$ cat src/rtl/fifo_write_arbiter.sv
// fifo_write_arbiter
// Round-robin, packet-locked arbiter sharing the single write port of a sync
// FIFO between N_REQ streaming requesters. A requester keeps the grant for a
// whole packet; new packets only start while the FIFO reports headroom
// (prog_full low), and a watchdog aborts packets whose owner stops sending.
//
//   state   | meaning
//   --------+---------------------------------------------------------------
//   ST_IDLE | no packet locked; pick next valid requester if prog_full is low
//   ST_XFER | packet locked to o_grant_id; beats pass through to the FIFO
module fifo_write_arbiter #(
  parameter int N_REQ      = 4,
  parameter int DATA_WIDTH = 32,
  parameter int TIMEOUT    = 256
) (
  input  logic                          i_clk,
  input  logic                          i_reset_n,
  input  logic [N_REQ-1:0]              i_req_valid,
  input  logic [N_REQ*DATA_WIDTH-1:0]   i_req_data,
  input  logic [N_REQ-1:0]              i_req_last,
  output logic [N_REQ-1:0]              o_req_ready,
  output logic                          o_fifo_wr_en,
  output logic [DATA_WIDTH-1:0]         o_fifo_data,
  input  logic                          i_fifo_full,
  input  logic                          i_fifo_prog_full,
  output logic                          o_grant_valid,
  output logic [$clog2(N_REQ)-1:0]      o_grant_id,
  output logic                          o_timeout,
  output logic [15:0]                   o_pkt_count
);

  localparam int IW = $clog2(N_REQ);
  localparam int WW = $clog2(TIMEOUT);

  typedef enum logic [0:0] {
    ST_IDLE = 1'b0,
    ST_XFER = 1'b1
  } state_t;

  state_t          r_state;
  logic            r_grant_valid;
  logic [IW-1:0]   r_grant_id;
  logic [IW-1:0]   r_last_id;
  logic [WW-1:0]   r_wdog;
  logic            r_timeout;
  logic [15:0]     r_pkt_count;

  logic            w_sel_found;
  logic [IW-1:0]   w_sel_id;
  logic [IW:0]     w_idx;
  logic            w_xfer;
  logic            w_valid_g;
  logic            w_last_g;
  logic            w_accept;
  logic            w_wdog_expired;

  // Round-robin search starting just after the last served requester.
  // Offsets are walked from farthest to nearest so the nearest valid wins.
  always_comb begin
    w_sel_found = 1'b0;
    w_sel_id    = '0;
    w_idx       = '0;
    for (int i = N_REQ; i >= 1; i--) begin
      w_idx = {1'b0, r_last_id} + (IW+1)'(i);
      if (w_idx >= (IW+1)'(N_REQ)) begin
        w_idx = w_idx - (IW+1)'(N_REQ);
      end
      if (i_req_valid[w_idx[IW-1:0]]) begin
        w_sel_found = 1'b1;
        w_sel_id    = w_idx[IW-1:0];
      end
    end
  end

  assign w_xfer         = (r_state == ST_XFER);
  assign w_valid_g      = i_req_valid[r_grant_id];
  assign w_last_g       = i_req_last[r_grant_id];
  assign w_accept       = w_xfer & w_valid_g & ~i_fifo_full;
  assign w_wdog_expired = (r_wdog == WW'(TIMEOUT - 1));

  // Ready goes only to the locked requester; only FIFO full stalls it.
  always_comb begin
    o_req_ready = '0;
    if (w_xfer && !i_fifo_full) begin
      o_req_ready[r_grant_id] = 1'b1;
    end
  end

  // Write data always follows the granted slice, qualified by wr_en.
  always_comb begin
    o_fifo_data = i_req_data[0 +: DATA_WIDTH];
    for (int k = 0; k < N_REQ; k++) begin
      if (r_grant_id == IW'(k)) begin
        o_fifo_data = i_req_data[k*DATA_WIDTH +: DATA_WIDTH];
      end
    end
  end

  assign o_fifo_wr_en  = w_accept;
  assign o_grant_valid = r_grant_valid;
  assign o_grant_id    = r_grant_id;
  assign o_timeout     = r_timeout;
  assign o_pkt_count   = r_pkt_count;

  // Arbitration FSM with packet lock, completion counting and watchdog abort.
  always_ff @(posedge i_clk or negedge i_reset_n) begin
    if (!i_reset_n) begin
      r_state       <= ST_IDLE;
      r_grant_valid <= 1'b0;
      r_grant_id    <= '0;
      r_last_id     <= IW'(N_REQ - 1);
      r_wdog        <= '0;
      r_timeout     <= 1'b0;
      r_pkt_count   <= '0;
    end else begin
      r_timeout <= 1'b0;
      case (r_state)
        ST_IDLE: begin
          r_wdog <= '0;
          if (w_sel_found && !i_fifo_prog_full) begin
            r_grant_id    <= w_sel_id;
            r_grant_valid <= 1'b1;
            r_state       <= ST_XFER;
          end
        end
        ST_XFER: begin
          if (w_accept) begin
            r_wdog <= '0;
            if (w_last_g) begin
              r_last_id     <= r_grant_id;
              r_pkt_count   <= r_pkt_count + 16'd1;
              r_grant_valid <= 1'b0;
              r_state       <= ST_IDLE;
            end
          end else if (w_valid_g) begin
            // Owner is presenting data but the FIFO is full: not its fault.
            r_wdog <= '0;
          end else if (w_wdog_expired) begin
            // Truncate the packet; beats already written stay in the FIFO.
            r_timeout     <= 1'b1;
            r_last_id     <= r_grant_id;
            r_grant_valid <= 1'b0;
            r_wdog        <= '0;
            r_state       <= ST_IDLE;
          end else begin
            r_wdog <= r_wdog + WW'(1);
          end
        end
        default: begin
          r_state <= ST_IDLE;
        end
      endcase
    end
  end

endmodule

$ cat config.mk
export PLATFORM = sky130hd
export DESIGN_NAME = fifo_write_arbiter
export DESIGN_NICKNAME = d
export VERILOG_FILES = /design/src/rtl/fifo_write_arbiter.sv
export SDC_FILE = /design/constraint.sdc
export NUM_CORES = 1
export LEC_CHECK = 0
export BUFFER_PORTS_ARGS = -buffer_cell sky130_fd_sc_hd__buf_2
export CAP_MARGIN = 25
export CORE_ASPECT_RATIO = 0.75
export CORE_MARGIN = 3
export CORE_UTILIZATION = 40
export DETAILED_ROUTE_END_ITERATION = 16
export PLACE_DENSITY_LB_ADDON = 0.2
export SLEW_MARGIN = 0
export SYNTH_ARGS = -nofsm -noshare
export SYNTH_HDL_FRONTEND = slang
export SYNTH_SLANG_ARGS = --single-unit
$ cat constraint.sdc
create_clock -name i_clk -period 2.4 [get_ports i_clk]
set_input_delay 0.48 -clock i_clk [delete_from_list [all_inputs] [get_ports i_clk]]
set_output_delay 0.48 -clock i_clk [all_outputs]
set_load 0.01 [all_outputs]
# Word level (Yosys, flattened, before mapping)
# Index checks and enable logic that the tools add are counted.
[totals] ff_bits=31 in_bits=140
[op_classes] add_sub_neg=10 order_cmp=10 n_eq_ne=10 n_mux=54 bitwise=4 n_reduce_logical=10
[op_table] op="two-way mux 32 bit" n=3
[op_table] op="two-way mux 1 bit" n=25
[op_table] op="two-way mux 2 bit" n=12
[op_table] op="two-way mux 8 bit" n=3
[op_table] op="adder 16 x 1 -> 16 bit (second input constant)" n=1
[op_table] op="case mux 8 bit (2 select lines)" n=1
[op_table] op="less-than comparator 2 x 3 -> 1 bit (second input constant)" n=5
[op_table] op="binary-select mux 1 bit (select 2 bit)" n=6
[op_table] op=">= comparator 3 bit (second input constant)" n=4
[op_table] op="adder 8 x 1 -> 8 bit (second input constant)" n=1
[op_table] op="equality test 8 bit (second input constant)" n=1
[op_table] op="AND reduction 4 bit" n=2
[op_table] op="subtractor 2 x 1 -> 2 bit (second input constant)" n=4
[op_table] op="adder 2 x 2 -> 3 bit (second input constant)" n=2
[op_table] op="inequality test 3 x 2 -> 1 bit (second input constant)" n=2
[op_table] op="equality test 2 bit (second input constant)" n=2
[op_table] op="two-way mux 4 bit" n=1
[op_table] op="inequality test 2 bit (second input constant)" n=2
[op_table] op="case mux 1 bit (2 select lines)" n=2
[op_table] op="adder 2 x 1 -> 3 bit (second input constant)" n=1
[op_table] op="adder 2 x 3 -> 3 bit (second input constant)" n=1
[op_table] op="logical AND 1 bit" n=3
[op_table] op="inequality test 3 bit (second input constant)" n=1
[op_table] op="AND reduction 3 bit" n=1
[op_table] op="other kinds (9)" n=12

# Logic depth before layout (Yosys ltp)
# Gate-level depths: netlist of the first run.
[depth] depth_word=12 depth_mapped=5 ltp_nobuf=5

# Worst setup path before layout of the first run
# No wires, ideal clock.
[synth_path] path_kind="register to output" startpoint="register r_grant_id[0] (netlist: o_grant_id[0])" endpoint="output port o_fifo_data[10]" arrival_time_ns=1.760 required_time_ns=1.920 path_slack_ns=0.160 stages_incl_launch_ff=5 path_cell_list="dfrtp_1 -> clkbuf_1 -> buf_2 -> buf_2 -> mux4_2"
[synth_between] elab_chain_len=4
[synth_rtl] item="from (decl)" line_no="42" rtl="logic [IW-1:0] r_grant_id;"
[synth_rtl] item="from (signal assigned)" line_no="121" rtl="r_grant_id <= w_sel_id;"
[synth_rtl] item="equality test 2 x 1 -> 1 bit" line_no="93" rtl="if (r_grant_id == IW'(k)) begin"
[synth_rtl] item="two-way mux 32 bit (2 in a row)" line_no="93"
[synth_rtl] item="two-way mux 32 bit (*)" line_no="93"
[synth_rtl] item="to (decl)" line_no="23" rtl="output logic [DATA_WIDTH-1:0] o_fifo_data,"
# Every way passes the cells marked *; elsewhere a longest branch is shown, timed or not.

# Worst setup path in the final report of the first run
[layout_path] startpoint="register r_grant_id[0] (netlist: o_grant_id[0])" endpoint="output port o_fifo_data[19]"
# The elaborated chain is that of the path after synthesis.

==> results of run 1 <==
registers in the layout, summed over array words and instances (netlist names):
signal         cells
o_pkt_count       16
r_last_id          2
r_wdog             8
o_grant_id         2
o_grant_valid      1
o_timeout          1
r_state            1
logic make-up (layout without fill, tap and decap cells):
group,count (synthesis),count (layout),share of synthesized area
AND/OR/NAND/NOR,72,72,0.196
flip-flops,31,31,0.316
multiplexers,41,41,0.339
XOR/XNOR,20,20,0.0711
adder cells (fa/ha/maj),2,2,0.0102
buffers and inverters,19,214,0.0340
AO/OA/AOI/OAI,13,13,0.0345
power groups by stage:
stage / logic (uW) / registers [uW] / clock network, uW
floorplan: 1390 / 760 / 0
global placement: 2110 / 780 / 0
detailed placement: 2130 / 781 / 0
CTS: 2140 / 773 / 417
global route: 2280 / 800 / 445
finish: 2120 / 774 / 406
worst max-delay path, cell delays in order, from the launching register on:
cell     delay (ns)
dfrtp_2        0.44
buf_12         0.25
mux4_2         0.55
buf_2          0.16
Yosys cell counts, types with 2 or more instances:
cell type	count	area, um^2
nand3_1	8	40.0
nand4_1	3	18.8
buf_1	3	11.3
mux4_2	33	743
nand2b_1	4	25.0
mux2_2	5	56.3
and4_1	3	26.3
xor2_1	15	131
inv_1	4	15.0
nand2_1	15	56.3
a21oi_1	4	20.0
or3_1	2	12.5
buf_2	4	20.0
nor2b_1	2	12.5
xnor2_1	5	43.8
nor4_2	4	50.1
nor3b_1	3	22.5
nor2_1	10	37.5
nor3_1	4	20.0
dfstp_2	2	52.6
nor4_1	5	31.3
dfrtp_1	29	726
ha_1	2	25.0
mux2i_1	2	20.0
o21ai_0	3	15.0
nor4_4	4	85.1
clkbuf_1	7	26.3
per-layer routing:
metal	global-route usage	wire length (um)	vias to the layer above
li1	-	-	1162
met3	0.0722	707	11
met5	0	0	-
met2	0.343	4190	117
met4	0.0701	161	0
met1	0.316	3520	1204
metrics by stage:
stage | cell area [um^2] | power [uW]
global route | 3630 | 3530
floorplan | 2460 | 2150
CTS | 3630 | 3330
global placement | 3550 | 2890
finish | 3630 | 3300
detailed placement | 3550 | 2910
worst max path at each step:
| stage | from | end | slack (ns) | cells past startpoint |
|---|---|---|---|---|
| floorplan | o_grant_id[0] | o_fifo_data[10] | 0.16 | 4 |
| global placement | i_req_valid[3] | o_pkt_count[13] | 0.40 | 6 |
| detailed placement | i_req_valid[3] | o_pkt_count[7] | 0.35 | 6 |
| CTS | o_grant_id[0] | o_fifo_data[26] | 0.21 | 3 |
| global route | o_grant_id[0] | o_fifo_data[19] | 0.15 | 3 |
| finish | o_grant_id[0] | o_fifo_data[19] | 0.23 | 3 |
layout make-up:
class | count | area (um^2)
fillers | 514 | 2250
well taps | 78 | 97.6
multi-input cells | 148 | 1600
clock inverters | 2 | 12.5
repair buffers | 202 | 1050
inverters | 4 | 15.0
flip-flops and latches | 31 | 779
clock buffers | 6 | 72.6
==> run summary, run 1 <==
CP arrival: 1.69 ns
placer congestion estimate: 0.854
async set-reset flop share out of synthesis: 1.00
Final Max Tran Viols: 0
CTS tree: built
Post-Place Cells: 463
Seq pwr share: 0.235
number of port buffers: 196
count of unique library cells instantiated by Yosys: 40
R2R cell count: 5
# diodes: 0
Post-DRT Antenna Nets: 0
Switching Power: 1400 uW
Post-CTS Hold Buffers: 0
Power per Cell Area: 909 nW/um^2
status: complete, no violations
Clock Sinks: 31
Rel. slew slack: 0.525
CP Launch Type: flip-flop
PnR worst setup slack: 0.229 ns
DP HPWL: 7.17 mm
chip height: 74.0 um
drt first pass iters: 4
Final Cycle Share: 0.905
routed vias/inst: 5.30
H-tree levels: 2
register bit count reported by yosys: 31
largest net degree at the start of global routing: 34
CP max FO: 30
internal reg-to-reg setup slack: 0.51 ns
wire per inst: 18.2 um
final setup TNS: 0 ns
DR iter-0 viols: 158
Final Critical Period: 2.17 ns
Worst Hold Class: in -> async
Initial Util: 0.419
clk buf depth: 2
switch share: 0.423
post-synthesis sequential area ratio: 0.316
Crit. End Element: primary output
Layout Utilization: 0.617
vias in the first global route: 2261
Final #Nets: 534
Final Non-Filler Cells: 471
initial antenna violation count: 0
commonest non-fill, non-tap cells in the layout: 196 x buf_2, 33 x mux4_2, 28 x dfrtp_1
Leak: 0.00184 uW
Warnings, synthesis: 0
layout cells sized above 1: 0.669
Synth Flop Type: dfrtp_1
maxcap violations: 0
critical path class: reg -> out
via count: 2494
synthesized area: 2460 um^2
Post-CTS Setup Inserts: 0
cells after synthesis: 198
FP Rows: 24
cts repair resizes: 0
Final Skew: 0.00979 ns
layout overhead on the synthesized area: 47.3%
CTS Buf Count: 5
Die W: 96.6 um
P_int: 1900 uW
most common cell after layout, fill and taps aside: buf_2
CTS clock-pin slew for the worst setup and hold paths: 0.07 ns
Hold Violations, Final: 0
area of the die: 7150 um^2
first-pass GRT wire length: 12.5 mm
final setup fails: 0
Required @ worst endpoint: 1.92 ns
clock share of power: 0.123
IO Pins: 197
fmax: 0.461 GHz
Worst-Skew Late Latency: 0.29 ns
Max VDD drop: 678 uV
CORE AREA: 5890 um^2
clock root cell: clkbuf_8
DRC Markers: 0
Synthesized Nets: 340
Worst-Margin Slew: 0.713 ns
Comb pwr share: 0.642
pre-CTS setup slack: 0.349 ns
number of flops mapped to enable cells by yosys: 0
FF-to-FF End: r_last_id[0]
Critical R2R Launch: r_wdog[0]
grt total ovfl: 0
hold_ws: 0.229 ns
Tot GR Track Use: 0.227
RSZ-0062 raised after global routing: no
synthesized area per cell: 12.4 um^2
Total Routed Length: 8.59 mm
Note: power is estimated with default switching activity, not from simulation.
==> run 2: changes to the inputs <==
--- a/config.mk
+++ b/config.mk
@@ -8,7 +8,7 @@
 export BUFFER_PORTS_ARGS = -buffer_cell sky130_fd_sc_hd__buf_2
 export CAP_MARGIN = 25
 export CORE_ASPECT_RATIO = 0.75
-export CORE_MARGIN = 3
+export CORE_MARGIN = 5
 export CORE_UTILIZATION = 40
 export DETAILED_ROUTE_END_ITERATION = 16
 export PLACE_DENSITY_LB_ADDON = 0.2
==> run 2 against run 1 <==
  * Cell area up 0.14%
  * Fmax fell by 2.8%
  * Core utilization is 0.085 points higher
  * Hold slack improved by 0.012 ns
  * Sequential share of layout area barely moved
  * Highest routed layer unchanged
==> run summary, run 2 (same netlist as run 1, synthesis figures left out) <==
status: complete, no violations
commonest non-fill, non-tap cells in the layout: 196 x buf_2, 33 x mux4_2, 28 x dfrtp_1
Post-CTS Hold Buffers: 0
layout cells sized above 1: 0.669
Final Max Tran Viols: 0
CP arrival: 1.75 ns
clk buf depth: 2
cts repair resizes: 0
maxcap violations: 0
Tot GR Track Use: 0.222
Power per Cell Area: 910 nW/um^2
Post-DRT Antenna Nets: 0
CTS Buf Count: 5
CTS tree: built
Rel. slew slack: 0.526
Final Cycle Share: 0.931
largest net degree at the start of global routing: 37
Post-CTS Setup Inserts: 0
pre-CTS setup slack: 0.279 ns
number of port buffers: 196
most common cell after layout, fill and taps aside: buf_2
Required @ worst endpoint: 1.92 ns
Final #Nets: 534
drt first pass iters: 4
H-tree levels: 2
chip height: 78.0 um
via count: 2536
Leak: 0.00184 uW
RSZ-0062 raised after global routing: no
first-pass GRT wire length: 13.5 mm
critical path class: reg -> out
final setup TNS: 0 ns
final setup fails: 0
Final Critical Period: 2.23 ns
Fillers: 528
Die W: 101 um
Final Skew: 0.00555 ns
PnR worst setup slack: 0.166 ns
GR met2 Demand/Resource: 0.362
Initial Util: 0.419
area of the die: 7850 um^2
FP Rows: 24
CP max FO: 36
CTS clock-pin slew for the worst setup and hold paths: 0.06 ns
layout overhead on the synthesized area: 47.5%
Tot Pwr: 3310 uW
IO Pins: 197
Total Routed Length: 9.02 mm
DR iter-0 viols: 68
max FFs per register: 16
placer congestion estimate: 0.951
grt total ovfl: 0
fmax: 0.448 GHz
met1 global-route usage: 0.276
vias in the first global route: 2559
Worst-Skew Late Latency: 0.28 ns
DP HPWL: 7.61 mm
initial antenna violation count: 0
layer with the highest usage: met2
Clock Sinks: 31
Crit. End Element: primary output
Max VDD drop: 728 uV
routed vias/inst: 5.37
Worst-Margin Slew: 0.711 ns
wire per inst: 19.1 um
GR Util met3: 0.0771
clock root cell: clkbuf_8
DRC Markers: 0
CP Launch Type: flip-flop
Worst Hold Class: in -> async
CORE AREA: 5890 um^2
Hold Violations, Final: 0
==> run 2: cell types whose count changed in the layout (fill, tap and decap cells not counted), sizes merged <==
cell	previous run	this run
clkinv	1	0
clkinvlp	1	0
diode	0	1
clkbuf	6	8
==> run 2: path summary, 6_finish.rpt <==
path	start	to	slack [ns]	cells after the start
worst max register to register	o_grant_id[1]	r_last_id[0]	0.49	5
worst min register to register	o_pkt_count[15]	o_pkt_count[15]	0.47	1
worst max-delay path	o_grant_id[0]	o_fifo_data[11]	0.17	3
max in group asynchronous	i_reset_n	o_grant_id[0]	1.65	1
worst min-delay path	i_reset_n	o_pkt_count[4]	0.24	1
min in group i_clk	o_pkt_count[15]	o_pkt_count[15]	0.47	1
==> run 2: worst max-delay path, cell delays in order, from the launching register on <==
cell     delay (ns)
dfrtp_2        0.45
buf_12         0.28
mux4_2         0.57
buf_2          0.16
==> run 2: final cells by class <==
class / count / area [um^2] / share of cell area
Multi-Input combinational cell: 148 / 1600 / 0.441
Timing Repair Buffer: 202 / 1040 / 0.286
Sequential cell: 31 / 779 / 0.214
Clock buffer: 8 / 100 / 0.0275
Tap cell: 78 / 97.6 / 0.0268
Inverter: 4 / 15.0 / 0.00413
Antenna cell: 1 / 2.50 / 0.000688
==> run 2: power by group <==
| group | leakage [uW] | switching, uW | total (uW) | internal, uW |
|---|---|---|---|---|
| logic | 0.00139 | 1050 | 2080 | 1030 |
| registers | 0.000403 | 136 | 774 | 639 |
| clock network | 0.0000515 | 192 | 454 | 261 |
==> run 2: through the flow <==
| step | cell area, um^2 | hold WS, ns | std cells | utilization |
|---|---|---|---|---|
| after global routing | 3630 | 0.298 | 471 | 0.617 |
| after CTS | 3630 | 0.263 | 471 | 0.617 |
| final | 3640 | 0.240 | 472 | 0.618 |
| after detailed placement | 3530 | 0.460 | 463 | 0.600 |
| after floorplan | 2460 | 0.184 | 198 | - |
| after global placement | 3530 | 0.457 | 463 | 0.600 |
==> run 2: layer usage <==
layer / up-vias / routed length [um]
li1: 1161 / -
met1: 1231 / 3440
met2: 127 / 4480
met3: 17 / 916
met4: 0 / 186
met5: - / 0
